--- config.mk ---
export PLATFORM = sky130hd
export DESIGN_NAME = reflet_mem_wait_interface
export DESIGN_NICKNAME = d
export VERILOG_FILES = /design/src/rtl/reflet_mem_wait_interface_pkg.sv /design/src/rtl/reflet_mem_wait_counter.sv /design/src/rtl/reflet_mem_wait_interface.sv
export SDC_FILE = /design/constraint.sdc
export NUM_CORES = 1
export LEC_CHECK = 0
export ABC_AREA = 1
export BUFFER_PORTS_ARGS = -buffer_cell sky130_fd_sc_hd__buf_2
export CORE_ASPECT_RATIO = 0.5
export CORE_MARGIN = 10
export CORE_UTILIZATION = 40
export CTS_BUF_LIST = sky130_fd_sc_hd__clkbuf_16
export DETAILED_ROUTE_END_ITERATION = 8
export PLACE_DENSITY = 0.74
export SLEW_MARGIN = 20
export SYNTH_ARGS = -nofsm -noshare
export SYNTH_HDL_FRONTEND = slang
export SYNTH_SLANG_ARGS = --single-unit
--- constraint.sdc ---
create_clock -name clk -period 1.61 [get_ports clk]
set_input_delay 0.322 -clock clk [delete_from_list [all_inputs] [get_ports clk]]
set_output_delay 0.322 -clock clk [all_outputs]
set_load 0.03 [all_outputs]
--- src/rtl/reflet_mem_wait_interface_pkg.sv ---
//------------------------------------------------------------------------------
// Module   : reflet_mem_wait_interface_pkg
// Purpose  : Shared FSM encoding, counter width and error data constant for
//            the Reflet wait-state memory bridge.
// Revision : 1.0 - initial release
//------------------------------------------------------------------------------
`timescale 1ns/1ps
`default_nettype none

package reflet_mem_wait_interface_pkg;

    // Wait-state counter width; covers latencies 0..15
    localparam int WAIT_W = 4;

    // Fill bit replicated across the read data bus when an access is aborted
    localparam logic ERROR_FILL = 1'b1;

    // Bridge FSM encoding
    typedef enum logic [1:0] {
        ST_IDLE   = 2'd0,
        ST_ACCESS = 2'd1,
        ST_DONE   = 2'd2
    } state_t;

    // Stall counter width: enough bits for the timeout value, never below one
    function automatic int stall_width(input int timeout);
        if (timeout < 1) begin
            return 1;
        end
        return $clog2(timeout + 1);
    endfunction

endpackage

`default_nettype wire

--- src/rtl/reflet_mem_wait_counter.sv ---
//------------------------------------------------------------------------------
// Module   : reflet_mem_wait_counter
// Purpose  : Loadable down-counter with zero flag. Decrement saturates at
//            zero so the count never wraps.
// Revision : 1.0 - initial release
//------------------------------------------------------------------------------
`timescale 1ns/1ps
`default_nettype none

module reflet_mem_wait_counter #(
    parameter int WIDTH = 4
) (
    input  logic             clk,
    input  logic             reset,
    input  logic             enable,
    input  logic             load,
    input  logic [WIDTH-1:0] load_value,
    input  logic             dec,
    output logic             zero
);

    logic [WIDTH-1:0] r_count;

    // Load has priority over decrement; the count holds at zero
    always_ff @(posedge clk or negedge reset) begin
        if (!reset) begin
            r_count <= '0;
        end else if (enable) begin
            if (load) begin
                r_count <= load_value;
            end else if (dec && (r_count != '0)) begin
                r_count <= r_count - WIDTH'(1);
            end
        end
    end

    assign zero = (r_count == '0);

endmodule

`default_nettype wire

--- src/rtl/reflet_mem_wait_interface.sv ---
//------------------------------------------------------------------------------
// Module   : reflet_mem_wait_interface
// Purpose  : Registered CPU-to-memory bridge with programmable read/write
//            wait states, optional external ready and stall timeout.
// Revision : 1.0 - initial release
//------------------------------------------------------------------------------
`timescale 1ns/1ps
`default_nettype none

module reflet_mem_wait_interface
    import reflet_mem_wait_interface_pkg::*;
#(
    parameter int WORDSIZE      = 16,
    parameter int READ_LATENCY  = 1,
    parameter int WRITE_LATENCY = 0,
    parameter int USE_MEM_READY = 0,
    parameter int TIMEOUT       = 0
) (
    input  logic                clk,
    input  logic                reset,
    input  logic                enable,
    input  logic [WORDSIZE-1:0] cpu_addr,
    input  logic [WORDSIZE-1:0] cpu_data_out,
    output logic [WORDSIZE-1:0] cpu_data_in,
    input  logic                cpu_write_en,
    input  logic                cpu_read_en,
    output logic                cpu_ready,
    output logic                cpu_error,
    output logic [WORDSIZE-1:0] mem_addr,
    output logic [WORDSIZE-1:0] mem_data_out,
    input  logic [WORDSIZE-1:0] mem_data_in,
    output logic                mem_write_en,
    output logic                mem_read_en,
    input  logic                mem_ready
);

    localparam int STALL_W = stall_width(TIMEOUT);

    // The stall counter is loaded with TIMEOUT-1 so that the stall seen while
    // it already reads zero is the TIMEOUT-th one, which aborts the access.
    localparam logic [STALL_W-1:0] STALL_LOAD = (TIMEOUT > 0) ? STALL_W'(TIMEOUT - 1) : '0;
    localparam logic [WAIT_W-1:0]  RL_LOAD    = WAIT_W'(READ_LATENCY);
    localparam logic [WAIT_W-1:0]  WL_LOAD    = WAIT_W'(WRITE_LATENCY);

    state_t              r_state;
    state_t              w_next_state;
    logic                w_issue;
    logic                w_complete;
    logic                w_abort;
    logic                w_stall;
    logic                w_mem_ok;
    logic                w_wait_zero;
    logic                w_stall_zero;
    logic                w_wait_dec;
    logic [WAIT_W-1:0]   w_wait_load;

    // External ready only matters when the bus provides one
    assign w_mem_ok    = (USE_MEM_READY == 0) || mem_ready;
    // A simultaneous write and read request is treated as a write
    assign w_wait_load = cpu_write_en ? WL_LOAD : RL_LOAD;
    assign w_wait_dec  = (r_state == ST_ACCESS);

    reflet_mem_wait_counter #(
        .WIDTH      (WAIT_W)
    ) u_wait_cnt (
        .clk        (clk),
        .reset      (reset),
        .enable     (enable),
        .load       (w_issue),
        .load_value (w_wait_load),
        .dec        (w_wait_dec),
        .zero       (w_wait_zero)
    );

    reflet_mem_wait_counter #(
        .WIDTH      (STALL_W)
    ) u_stall_cnt (
        .clk        (clk),
        .reset      (reset),
        .enable     (enable),
        .load       (w_issue),
        .load_value (STALL_LOAD),
        .dec        (w_stall),
        .zero       (w_stall_zero)
    );

    // State register; frozen while enable is low
    always_ff @(posedge clk or negedge reset) begin
        if (!reset) begin
            r_state <= ST_IDLE;
        end else if (enable) begin
            r_state <= w_next_state;
        end
    end

    // Next-state decode plus issue/complete/stall/abort strobes
    always_comb begin
        w_next_state = r_state;
        w_issue      = 1'b0;
        w_complete   = 1'b0;
        w_abort      = 1'b0;
        w_stall      = 1'b0;
        case (r_state)
            ST_IDLE: begin
                if (cpu_write_en || cpu_read_en) begin
                    w_issue      = 1'b1;
                    w_next_state = ST_ACCESS;
                end
            end
            ST_ACCESS: begin
                if (w_wait_zero) begin
                    if (w_mem_ok) begin
                        w_complete   = 1'b1;
                        w_next_state = ST_DONE;
                    end else begin
                        w_stall = 1'b1;
                        if ((TIMEOUT != 0) && w_stall_zero) begin
                            w_abort      = 1'b1;
                            w_next_state = ST_DONE;
                        end
                    end
                end
            end
            ST_DONE: begin
                w_next_state = ST_IDLE;
            end
            default: begin
                w_next_state = ST_IDLE;
            end
        endcase
    end

    // Address and write data are captured at issue and held afterwards
    always_ff @(posedge clk or negedge reset) begin
        if (!reset) begin
            mem_addr     <= '0;
            mem_data_out <= '0;
        end else if (enable && w_issue) begin
            mem_addr     <= cpu_addr;
            mem_data_out <= cpu_data_out;
        end
    end

    // Memory strobes stay high for the whole access
    always_ff @(posedge clk or negedge reset) begin
        if (!reset) begin
            mem_write_en <= 1'b0;
            mem_read_en  <= 1'b0;
        end else if (enable) begin
            if (w_issue) begin
                mem_write_en <= cpu_write_en;
                mem_read_en  <= ~cpu_write_en;
            end else if (w_complete || w_abort) begin
                mem_write_en <= 1'b0;
                mem_read_en  <= 1'b0;
            end
        end
    end

    // Completion pulse, error flag and returned read data
    always_ff @(posedge clk or negedge reset) begin
        if (!reset) begin
            cpu_data_in <= '0;
            cpu_ready   <= 1'b0;
            cpu_error   <= 1'b0;
        end else if (enable) begin
            if (w_complete) begin
                if (mem_read_en) begin
                    cpu_data_in <= mem_data_in;
                end
                cpu_ready <= 1'b1;
                cpu_error <= 1'b0;
            end else if (w_abort) begin
                cpu_data_in <= {WORDSIZE{ERROR_FILL}};
                cpu_ready   <= 1'b1;
                cpu_error   <= 1'b1;
            end else if (r_state == ST_DONE) begin
                cpu_ready <= 1'b0;
                cpu_error <= 1'b0;
            end
        end
    end

endmodule

`default_nettype wire
==> summary by stage, run 1 <==
Floorplanning
Measured along the x axis, the die boundary spans 129 um. The area of the die is 0.00963 mm2. The total area inside the core boundary comes to 0.00561 mm2. Once the floorplan was initialized, standard cells occupied 42.4% of the core. The number of top-level pins is 106. From bottom edge to top edge, the die measures 74.6 um. Row generation in the floorplan step produced 19 rows.

Yosys
The netlist area before placement is 0.00238 mm2. The synthesized area divided by synthesized cell count is 8.63 um2. Summed over its instances, the top area cell type makes up 59.9% of the synthesized netlist area. Sorting the synthesized cells by area gives the leading types as dfrtp_1 60%, nand2_1 24%, nand3_1 4.8%.

dfrtp_1 takes more of the synthesized area than any other cell. For this run, the number of Yosys warnings is 0. Synthesis instantiated 22 different standard cells from the library. The most common cell in the synthesized netlist is nand2_1. In this run, synthesis produced a sequential element count of 57.

The post-synthesis async set-or-reset flop share is 100%. The register area share after synthesis is 59.9%. The number of nets handed over by synthesis was 332.

In the synthesized netlist, the cells that appear most often are 155 x nand2_1, 57 x dfrtp_1, 23 x nand3_1. The most used flip-flop cell after synthesis is dfrtp_1. Counting flops with a built-in enable in the synthesized netlist gives 0. Synthesis produced 276 cells.

Timing
The shortest clock period the worst path allows after layout is 1.41 ns. Based on the critical path, the design can be clocked at up to 708 MHz. Setup repair after global routing left no endpoint under its margin. The final worst hold slack is -0.00750 ns. The setup clock skew after layout is 0.00414 ns. The final number of max-transition violations is 0. The final critical path takes up 87.7% of the cycle. Setup total negative slack on the finished layout was measured at 0 ns.

The number of endpoints failing setup at the final stage is 0. The number of hold violations in the final report is 3.

Clock network
The clock-pin slew reported for the worst setup and hold paths after clock tree synthesis is 0.05 ns. Clock latency on the worst-skew pair, taken at its later pin, is 0.32 ns. The H-tree was split into 3 levels. The CTS buffer count is 9. The clock net sink count is 57. The number of hold buffers added after cts is 0. The buffer levels on the longest clock path is 2. The buffer cell driving the clock tree root is clkbuf_16. TritonCTS built the clock tree. The post-CTS setup-driven buffer insertion count is 0. Gates resized during post-CTS repair numbered 0.

Run
Max-cap violations in this run came to 0.

Setup path
The critical path starts at u_wait_cnt.r_count[0]$_DFFE_PN0P_. The worst setup path is of the reg -> reg kind. Data on the critical path arrives at its endpoint at 1.62 ns. The startpoint of the lowest-slack register-to-register path is u_wait_cnt.r_count[0]$_DFFE_PN0P_.

The highest fanout seen on the critical path is 16. The type of element capturing the critical path is a flop. The depth of the worst register-to-register path is 7. STA classifies the critical path startpoint as a flop. Across all register-to-register paths, the minimum setup slack is 0.20 ns. For the worst setup path, the data required time is 1.81 ns. The end point of the critical path is cpu_data_in[1]$_DFFE_PN0P_. In this run the critical register-to-register path is captured at cpu_data_in[1]$_DFFE_PN0P_.

Drt
The starting DRC count in detailed routing is 143. The mean number of vias per cell is 4.62. The number of DRC violations after detailed routing is 0. For this block, the via count after detailed routing is 2152. For this block, the routed nets add up to 6390 um of wire. After detailed routing, the average wire length per cell comes to 13.7 um. In this run the remaining antenna-violating nets after routing total 0. The number of optimization iterations in the first detailed-route pass is 4.

Power
The switching power share of the total is 45.5%. The internal power summed over all cells is 4.12 mW. Sequential cells burn 32.5% of the power.

The total leakage power is 1.98 nW. The reported net switching power is 3.44 mW. The power per unit of standard cell area is 2310 mW/mm2. Across the VDD grid, the largest voltage drop is 0.000871 V. The clock network burns 21.7% of the power.

In this run, the combinational gates consume 45.8% of the power.

Cells and area
0 antenna diodes ended up in the layout. The filler cells instantiated in the layout total 497. Summing all flip-flop and latch instances after layout gives 0.00143 mm2.

The number of non-filler instances in the completed layout is 466. The post-route netlist has 34.1% of its cells at a drive strength greater than 1. In the final design database the tool counted 444 nets. The multi-input gate area in the final layout is 836 um2. The area growth from synthesis to layout is 37.4%.

Place
Input and output buffers added on the ports amount to 103. Including well taps, the total number of placed cells is 450. The global placer's final weighted congestion is 0.777.

The HPWL after detailed placement is 4880 um.

Global route
The number of global-route vias before repair is 2259. Global routing finished with a remaining overflow of 0. The pin count of the biggest net entering global routing is 58. The total global-route track usage is 13.3%. The initial antenna violation count is 0.

The first global-routing pass estimated 10200 um of wire.

Run status
The flow ran to the end, but the final reports show violations. The checks that failed: negative hold slack.

Worst hold path
The tightest min-delay check is of the in -> async type.
==> cells by family after synthesis <==
| family | after synthesis | synth area share (%) |
|---|---|---|
| flip-flops | 57 | 59.9 |
| adder cells (fa/ha/maj) | 2 | 1.05 |
| AO/OA/AOI/OAI | 2 | 0.525 |
| buffers and inverters | 23 | 4.99 |
| AND/OR/NAND/NOR | 190 | 33.0 |
| other | 1 | 0.157 |
| XOR/XNOR | 1 | 0.368 |
==> cells in the final DEF, fill, tap and decap left out <==
| cell type | Yosys | layout |
|---|---|---|
| nand2_2 | 2 | 2 |
| nand3b_1 | 1 | 1 |
| buf_4 | 5 | 7 |
| nor2_1 | 4 | 4 |
| ha_1 | 2 | 2 |
| nand4_1 | 1 | 1 |
| o31ai_1 | 1 | 1 |
| clkbuf_16 | 0 | 9 |
| nand2_4 | 1 | 1 |
| nand3_2 | 1 | 1 |
| buf_2 | 5 | 103 |
| clkinv_2 | 0 | 4 |
| xor2_1 | 1 | 1 |
| o21ai_0 | 1 | 1 |
| nor2_2 | 1 | 1 |
| inv_2 | 1 | 1 |
| clkinvlp_4 | 0 | 2 |
| buf_12 | 0 | 2 |
| clkinv_1 | 1 | 1 |
| nand3_1 | 23 | 23 |
| conb_1 | 1 | 1 |
| inv_1 | 10 | 11 |
| nor2_8 | 1 | 1 |
| nand2_1 | 155 | 155 |
| dfrtp_1 | 57 | 57 |
==> power groups by stage <==
stage | logic (mW) | registers (mW) | clock network [mW]
global route | 3.81 | 2.54 | 1.76
global placement | 3.42 | 2.43 | 0
detailed placement | 3.51 | 2.47 | 0
CTS | 3.52 | 2.46 | 1.68
floorplan | 1.17 | 3.67 | 0
finish | 3.47 | 2.46 | 1.64
==> critical path, cell delays in order, from the launching register on <==
cell and delay [ns]:
dfrtp_1 0.37, inv_1 0.14, ha_1 0.19, nand2_2 0.12
nor2_8 0.18, nand2_4 0.15, nand2_1 0.10, nand2_1 0.05
==> registers in the layout (all words and copies together), names as in the netlist <==
signal,count
mem_data_out,16
u_wait_cnt.r_count,4
cpu_ready,1
mem_read_en,1
r_state,2
mem_write_en,1
cpu_data_in,16
mem_addr,16
==> layer usage <==
layer / track usage, % / share of wire, %
met1: 13.3 / 39
met4: 6.26 / 2.4
met5: 0 / 0
met2: 25.0 / 52
met3: 4.61 / 6.8
==> stage by stage <==
| step | worst slack (ns) | instance area (um2) | hold WS, ns | power, mW | utilization, % |
|---|---|---|---|---|---|
| 2_1_floorplan | 0.309 | 2380 | 0.0264 | 4.84 | - |
| 3_3_place_gp | 0.254 | 3010 | 0.343 | 5.85 | 53.6 |
| 3_5_place_dp | 0.179 | 3010 | 0.347 | 5.98 | 53.6 |
| 4_1_cts | 0.172 | 3270 | 0.0100 | 7.66 | 58.3 |
| 5_1_grt | 0.0441 | 3270 | 0.0151 | 8.11 | 58.3 |
| 6_report | 0.198 | 3270 | -0.00750 | 7.57 | 58.3 |
==> area by class of cell <==
type	count	area share, %
timing repair buffer	112	18.6
sequential	57	43.6
tap	73	2.79
inverter	12	1.38
clock inverter	7	1.19
multi-input combinational	196	25.6
clock buffer	9	6.89
==> worst min path at each step <==
stage,start,endpoint,slack (ns),cells after the start
floorplan,reset,cpu_data_in[0]$_DFFE_PN0P_,0.03,0
global placement,reset,mem_addr[10]$_DFFE_PN0P_,0.34,2
detailed placement,reset,mem_addr[11]$_DFFE_PN0P_,0.35,2
CTS,reset,mem_addr[11]$_DFFE_PN0P_,0.01,2
global route,reset,mem_addr[11]$_DFFE_PN0P_,0.02,2
finish,reset,mem_addr[10]$_DFFE_PN0P_,-0.008,2
Power figures use the tool's default switching activity.
==> run 2, diff against run 1 <==
--- a/config.mk
+++ b/config.mk
@@ -12,8 +12,9 @@
 export CORE_UTILIZATION = 40
 export CTS_BUF_LIST = sky130_fd_sc_hd__clkbuf_16
 export DETAILED_ROUTE_END_ITERATION = 8
-export PLACE_DENSITY = 0.74
+export PLACE_DENSITY = 0.73
 export SLEW_MARGIN = 20
 export SYNTH_ARGS = -nofsm -noshare
 export SYNTH_HDL_FRONTEND = slang
+export SYNTH_HIERARCHICAL = 1
 export SYNTH_SLANG_ARGS = --single-unit
==> constraint.sdc (replaced) <==
create_clock -name clk -period 1.61 [get_ports clk]
set_input_delay 0.322 -clock clk [delete_from_list [all_inputs] [get_ports clk]]
set_output_delay 0.322 -clock clk [all_outputs]
set_load 0.05 [all_outputs]
==> run 2 against run 1 <==
Effect of this change: the run now ends clean; synthesized cell count is 1.8% higher; global-route usage is 1.2 points lower; via count is 5.2% lower; clock power is 7% higher; largest power group unchanged; critical endpoint is now u_wait_cnt/r_count[2]$_DFFE_PN0P_; highest routed layer unchanged; cell area is 6.3% higher.
==> summary by stage, run 2 <==
Drt
After detailed routing, the wire length on met1 is 2400 um. The detailed-routed wire length on met3 is 334 um. After detailed routing, the total wire length is 5940 um. The starting DRC count in detailed routing is 77. The highest metal layer used by the detailed router is met4. The mean number of vias per cell is 4.20.

The pre-antenna-repair detailed-routing pass consisted of 5 iterations. After detailed routing, the number of remaining DRC violations is 0. The post-route antenna net violation count is 0. The routed length on met2 is 3170 um.

The routed layout has 2040 vias. Dividing the detail-routed wire length by the instance count gives 12.2 um.

Cells and area
In the final layout, the registers with the most flip-flops are cpu_data_in x16, mem_addr x16, mem_data_out x16. In the final layout, the share of cells above drive strength 1 is 37.9%. The commonest non-fill, non-tap cell in the layout is nand2_1. The count of antenna diodes in the layout is 0.

In the layout the commonest cells are 104 x nand2_1, 103 x buf_2, 57 x dfrtp_1, 41 x inv_1, 17 x o21ai_0. The share of the core filled with cells in the final layout is 57.2%. The number of nets in the layout is 450. The finished cells cover 0.00348 mm2. The number of non-filler instances in the completed layout is 486. The area growth from synthesis to layout is 38.5%.

The number of fillers in the final layout is 542.

Yosys
Summing the areas of all and, or, nand and nor instances in the mapped netlist gives 21.6% of the synthesized area. After synthesis, the largest family of logic cells by area is simple AND/OR/NAND/NOR gates. Synthesis handed over a netlist of 281 instances. The number of synthesized flops with an enable pin is 0.

In this run the mean area of a mapped cell was 8.94 um2. Ranked by total cell area, the synthesized netlist is headed by dfrtp_1 57%, nand2_1 16%, inv_1 6.6%. The commonest cells after synthesis are 104 x nand2_1, 57 x dfrtp_1, 44 x inv_1.

After synthesis, the share of flip-flops with an asynchronous set or reset is 100%. In the post-synthesis netlist, the cell with the most instances is nand2_1. The synthesized netlist devotes 0% of its cell area to XOR and XNOR gates.

Of the post-synthesis cell area, the dominant cell type holds 56.8%. The commonest register cell after synthesis is dfrtp_1. The synthesized-area fraction occupied by ao, oa, aoi and oai cells is 10.3%. The multiplexer area fraction after synthesis is 0%.

After synthesis the netlist holds a flip-flop and latch count of 57. The register area share after synthesis is 56.8%. Of the total synthesized cell area, the portion taken by full adders, half adders and majority gates is 0.498%. The number of synthesis warnings is 6. The library cell occupying the most area in the post-synthesis netlist is dfrtp_1. The number of library cell types mapped by synthesis is 26. After synthesis the cells add up to 0.00251 mm2.

Setup path
The element type at the critical path start is a flop. Walking the worst path, the cells encountered are nor2_4, and2_1, inv_2, a21boi_0, o21ai_2. The arrival time at the worst endpoint is 1.63 ns.

The setup slack of the worst register-to-register path is 0.18 ns. The maximum cell stage delay along the critical path is 0.45 ns. The startpoint identified for the worst register-to-register timing path is r_state[1]$_DFFE_PN0P_.

For the worst flop-to-flop path, the logic depth is 5. The slowest stage of the critical path belongs to the cell dfrtp_1. STA classifies the critical path endpoint as a flop.

The type of the worst setup path is reg -> reg. The endpoint identified for the worst register-to-register timing path is u_wait_cnt/r_count[2]$_DFFE_PN0P_. Of all nets on the critical path, the largest fanout is 6. The required arrival time at the worst endpoint is 1.81 ns.

Global route
The number of global-route vias before repair came to 2031. The first global-routing pass estimated 10100 um of wire. In the global route stage, overall resource usage came out at 12.2%. The pin count of the biggest net entering global routing is 27. The initial antenna violation count is 0. After global routing the overflow that remains totals 0.

Place
After legalization and detailed placement, the total HPWL measured 4590 um. The number of port buffers is 103. The global placer's final weighted congestion is 0.754. Summing all placed instances gives a cell area of 0.00318 mm2. The total placed cells including tap cells is 471.

Power
The internal portion of the total power is 4.20 mW. The switching power share of the total is 48.5%. The reported net switching power is 3.95 mW. IR analysis of the VDD net gives a maximum drop of 0.000869 V. Per report_power, the clock group accounts for 21.5% of the total. Per report_power, the sequential group accounts for 29.2% of the total. Total power for the finished layout comes to 8.15 mW.

In this run the power density over the cells is 2340 mW/mm2. The combinational share of power is 49.3%. The total leakage power is 2.03 nW.

Clock network
The clock passes through at most 2 buffers. At the later pin of the worst-skew pair, clock insertion delay measures 0.32 ns. The deepest level of the CTS H-tree is 3. The clock net sink count is 57. Clock-pin slew was measured on the worst setup and hold paths at 0.05 ns. In this run, CTS created clock tree buffers numbering 9. The post-CTS setup-driven buffer insertion count is 0. TritonCTS built the clock tree.

CTS placed an instance of clkbuf_16 at the clock tree root.

Floorplanning
The die is 76.0 um tall. The core box area is 0.00608 mm2. 106 I/O pins were placed. The die covers 0.0100 mm2. The width of the chip is 132 um. The cell row count is 20.

The effective utilization at floorplan is 41.3%.

Worst hold path
Along the worst hold path, the cell count comes to 3. The worst hold path begins at mem_data_in[1]. The endpoint of the worst hold path is cpu_data_in[1]$_DFFE_PN0P_. The worst hold path belongs to the class in -> reg.

Timing
Derived from the worst setup path, the maximum achievable clock frequency is 700 MHz. Setup repair after global routing left no endpoint under its margin. The ratio of final minimum period to clock period is 88.7%. The final number of max-transition violations is 0. Setup violations remaining at the end of the flow were counted as 0. The worst path in the final design needs a cycle of 1.43 ns, including I/O delays and setup. After routing, the total negative slack on setup checks comes to 0 ns. Headroom to the max-slew limit came out at 66.1%. For the final database, setup skew stands at 0.00433 ns. At the pin with the least slew margin, the transition time is 0.509 ns.

The number of hold violations in the final report is 0.

Run status
The run finished with clean final reports.

Run
The number of maximum-capacitance violations is 0.
==> run 2: cell count changes after synthesis, sizes merged, moves of 2 or more <==
cell	change
buf	-4
a21oi	+2
nand2	-51
o21ai	+36
inv	+35
clkbuf	+4
nand3	-15
==> run 2: metal layers <==
metal / global-route usage, % / up-vias
met1: 13.0 / 908
met2: 21.4 / 46
met4: 4.30 / 0
li1: - / 1082
met3: 4.80 / 4
met5: 0 / -
==> run 2: cell families (layout without fill, tap and decap cells) <==
group | count (synthesis) | in the layout
adder cells (fa/ha/maj) | 1 | 1
AO/OA/AOI/OAI | 41 | 41
flip-flops | 57 | 57
buffers and inverters | 57 | 171
AND/OR/NAND/NOR | 124 | 124
other | 1 | 4
==> run 2: repair_timing <==
action | 4_1_cts | 5_1_grt
resized for setup | 0 | 5
hold buffers | 1 | 0
setup endpoints to repair | 0 | 16
endpoints found under the hold margin | 18 | 0
==> run 2: metrics by stage <==
step	setup WS, ns	hold WS (ns)
floorplan	0.161	0.0264
global placement	0.138	0.325
detailed placement	0.0925	0.322
CTS	0.0822	0.192
global route	0.0194	0.205
finish	0.182	0.205
==> run 2: worst max path at each step <==
stage	start	to	slack, ns	cells past startpoint
2_1_floorplan	u_wait_cnt/r_count[0]$_DFFE_PN0P_	cpu_data_in[10]$_DFFE_PN0P_	0.16	10
3_3_place_gp	u_wait_cnt/r_count[0]$_DFFE_PN0P_	cpu_data_in[14]$_DFFE_PN0P_	0.14	10
3_5_place_dp	u_wait_cnt/r_count[0]$_DFFE_PN0P_	cpu_data_in[8]$_DFFE_PN0P_	0.09	10
4_1_cts	u_wait_cnt/r_count[0]$_DFFE_PN0P_	cpu_data_in[8]$_DFFE_PN0P_	0.08	10
5_1_grt	r_state[1]$_DFFE_PN0P_	u_wait_cnt/r_count[2]$_DFFE_PN0P_	0.02	5
6_report	r_state[1]$_DFFE_PN0P_	u_wait_cnt/r_count[2]$_DFFE_PN0P_	0.18	5
==> run 2: layout make-up <==
type	instances	area, um2	area share, %
inverter	46	173	4.97
clock inverter	5	48.8	1.40
multi-input combinational	170	841	24.2
sequential	57	1430	41.0
timing repair buffer	111	653	18.8
clock buffer	9	225	6.48
tap	88	110	3.17
==> run 2: worst max-delay path, delay by kind of cell, from the launching register on <==
kind                   cells  cell delay [ns]
buffers and inverters      1             0.09
AO/OA/AOI/OAI              2             0.34
flip-flops                 1             0.45
AND/OR/NAND/NOR            2             0.42
==> run 2: power by group through the flow <==
stage | registers (mW) | logic (mW) | clock network, mW
6_report | 2.38 | 4.02 | 1.75
5_1_grt | 2.47 | 4.32 | 1.87
4_1_cts | 2.38 | 4.05 | 1.80
3_5_place_dp | 2.39 | 4.04 | 0
3_3_place_gp | 2.38 | 3.98 | 0
2_1_floorplan | 4.30 | 1.16 | 0
==> run 3, diff against run 2 <==
--- a/config.mk
+++ b/config.mk
@@ -12,7 +12,7 @@
 export CORE_UTILIZATION = 40
 export CTS_BUF_LIST = sky130_fd_sc_hd__clkbuf_16
 export DETAILED_ROUTE_END_ITERATION = 8
-export PLACE_DENSITY = 0.73
+export PLACE_DENSITY = 0.69
 export SLEW_MARGIN = 20
 export SYNTH_ARGS = -nofsm -noshare
 export SYNTH_HDL_FRONTEND = slang
==> run 3 against run 2 <==
Effect of this change: utilization down 0.74 points; die area unchanged; wire length up 5.1%; largest power group unchanged; combinational power about the same; global-route usage up 0.74 points; sequential power about the same; critical path depth up 4; cell area down 1.3%; hold slack about the same; power down 1.6%.
==> summary by stage, run 3 (synthesis gave the netlist of run 2 again) <==
Place
At the end of routability-driven placement, the weighted congestion stood at 0.743. The count of buffers added on input and output ports is 103. Summed over all nets, the half-perimeter wirelength after detailed placement is 4760 um. The placed instances occupy a cell area of 0.00311 mm2.

Clock network
The clock insertion delay at the later pin of the skew report is 0.32 ns. Counting every sink on the clock net gives 57. TritonCTS built the clock tree. After clock tree synthesis, the clock-pin slew on the worst setup and hold paths is 0.05 ns. The buffer levels on the longest clock path is 2. CTS built an H-tree with a depth of 3. The tree is rooted in a clkbuf_16. The CTS buffer count is 9.

Timing
Of the available clock period, the critical path in the final layout requires 92.1%. The number of hold violations in the final report is 0. Setup violations remaining at the end of the flow were counted as 0. Between clock sinks in the finished design, the worst skew comes to 0.00585 ns. The final worst hold slack is 0.204 ns. The shortest clock period the worst path allows after layout is 1.48 ns. Derived from the worst setup path, the maximum achievable clock frequency is 674 MHz. The final number of max-transition violations is 0. Setup repair after global routing left no endpoint under its margin.

Global route
The number of global-route vias before repair is 2259. The global-route wire length before repair is 10700 um. Global routing used 12.9% of the available tracks. Entering global routing, the biggest net connects 68 pins. The initial antenna violation count is 0. After global routing the overflow that remains totals 0.

Cells and area
The commonest non-fill, non-tap cell in the layout is nand2_1. In the layout the commonest cells are 104 x nand2_1, 103 x buf_2, 57 x dfrtp_1, 43 x inv_1, 17 x o21ai_0. The area taken by flip-flops and latches is 0.00143 mm2. After filler insertion, the fill cell instance count of the layout stands at 561. With fillers left out, the area of the finished cells amounts to 0.00343 mm2. The fraction of final layout cells with drive strength greater than 1 is 36.8%. The multi-input gate area in the final layout is 856 um2. Relative to the synthesized area, the layout overhead comes to 36.7%. The largest registers in the layout are cpu_data_in x16, mem_addr x16, mem_data_out x16. The number of nets in the layout is 449.

The count of antenna diodes in the layout is 0.

Power
In this run the power density over the cells is 2340 mW/mm2. In this run, the combinational gates consume 50.0% of the power. The analysis attributes to net switching a power of 4.01 mW. The part of the total power dissipated in sequential elements is 30.0%. Per report_power, the clock group accounts for 20.0% of the total. Summed over all cells, the static leakage comes to 2.00 nW. The design draws 8.02 mW. The switching power share of the total is 50.0%. The internal power of the cells totals 4.01 mW. IR analysis of the VDD net gives a maximum drop of 0.000996 V.

Setup path
The element type at the critical path start is a flop. In this design, the stage delay of the slowest critical-path cell is 0.40 ns. The worst setup path is of the reg -> reg kind. Walking the worst path, the cells encountered are inv_2, ha_2, nand3_2, inv_1, nand2_1, inv_2, nand3_4, nand2_1, nand2_1. Counting both buffers and inverters, the worst setup path holds a total of 3. The worst setup path is captured at a flop. The highest fanout seen on the critical path is 8.

The highest-delay cell along the critical path is dfrtp_1. The cell with the most instances on the worst path is nand2_1. The required arrival time at the worst endpoint is 1.81 ns. Data on the critical path arrives at its endpoint at 1.68 ns.

The cell family contributing the most delay on the critical path is simple AND/OR/NAND/NOR gates.

Run status
The flow ran to the end, and the final reports show no timing, DRC or antenna violations.

Floorplanning
The core region is 0.00608 mm2. Measured along the x axis, the die boundary spans 132 um. The area of the die is 0.0100 mm2. The number of top-level pins is 106. The floorplan step set the die height to 76.0 um. Row generation in the floorplan step produced 20 rows. The effective utilization at floorplan is 41.3%.

Drt
In the detailed route, the total length drawn on met3 is 314 um. The first detailed-routing pass took 4 iterations. After detailed routing, the total wire length is 6240 um. The highest metal layer used by the detailed router is met4. The routed layout has 2088 vias. The detailed-route wire length on metal 1 is 2360 um. After the first detailed-routing iteration, the DRC count stood at 76. For this run, design rule violations remaining after detail routing come to 0.

Dividing the detail-routed wire length by the instance count gives 12.8 um. After detailed routing, the met2 layer carries 3450 um of wire. The post-route antenna net violation count is 0. Using the TritonRoute via totals, the vias-per-cell ratio works out to 4.29.

Worst hold path
The kind of path behind the tightest hold check is in -> reg.

Run
The tool flagged a number of max-cap violations equal to 0.
[run 3: changes by cell type in the layout (fill, tap and decap cells not counted), sizes merged]
| cell | before | now |
|---|---|---|
| nand3 | 9 | 10 |
| inv | 46 | 47 |
| bufinv | 1 | 0 |
| buf | 110 | 108 |
| clkinv | 4 | 6 |
[run 3: worst reg2reg max path, delay by kind of cell (launching register included)]
| family | cells | cell delay [ns] |
|---|---|---|
| and+or+nand+nor | 5 | 0.46 |
| DFF | 1 | 0.40 |
| buffers and inverters | 3 | 0.29 |
| adders and majority gates | 1 | 0.20 |
[run 3: what timing repair did]
item,4_1_cts,5_1_grt
setup buffers,2,0
endpoints found under the setup margin,16,16
hold buffers,1,0
gates cloned,0,1
endpoints found under the hold margin,17,0
pin swaps,1,1
gates resized for setup,1,4
[run 3: layer usage]
metal,up-vias,global-route usage (%)
li1,1077,-
met1,960,12.1
met2,42,25.0
met3,9,4.74
met4,0,5.08
met5,-,0
[run 3: per-stage QoR]
| step | utilization (%) | setup WS (ns) | setup TNS, ns | instances |
|---|---|---|---|---|
| floorplan | - | 0.161 | 0 | 284 |
| global placement | 51.2 | 0.0270 | 0 | 467 |
| detailed placement | 51.2 | -0.0705 | -0.843 | 467 |
| CTS | 56.1 | 0.0382 | 0 | 486 |
| global route | 56.4 | 0.00612 | 0 | 487 |
| finish | 56.4 | 0.127 | 0 | 487 |
[run 3: final timing paths]
kind / start / end / slack [ns] / cells after the start
min in group asynchronous: reset / mem_data_out[6]$_DFFE_PN0P_ / 0.50 / 2
max in group asynchronous: reset / mem_addr[9]$_DFFE_PN0P_ / 0.62 / 3
worst min-delay path: mem_data_in[2] / cpu_data_in[2]$_DFFE_PN0P_ / 0.20 / 3
worst min register to register: cpu_data_in[13]$_DFFE_PN0P_ / cpu_data_in[13]$_DFFE_PN0P_ / 0.47 / 2
worst max register to register: u_wait_cnt/r_count[0]$_DFFE_PN0P_ / cpu_data_in[9]$_DFFE_PN0P_ / 0.13 / 9
worst max-delay path: u_wait_cnt/r_count[0]$_DFFE_PN0P_ / cpu_data_in[9]$_DFFE_PN0P_ / 0.13 / 9
[run 3: power groups by stage]
stage	combinational (mW)	sequential, mW	clock, mW
2_1_floorplan	1.16	4.30	0
3_3_place_gp	3.92	2.38	0
3_5_place_dp	4.01	2.41	0
4_1_cts	4.04	2.40	1.64
5_1_grt	4.32	2.50	1.71
6_report	4.01	2.41	1.60
[run 3: area by class of cell]
cell class                      instances  area share [%]
Clock buffer                            9            6.56
Tap cell                               88            3.21
Sequential cell                        57            41.6
Inverter                               46            5.03
Clock inverter                          7           0.838
Multi-Input combinational cell        171            24.9
Timing Repair Buffer                  109            17.9
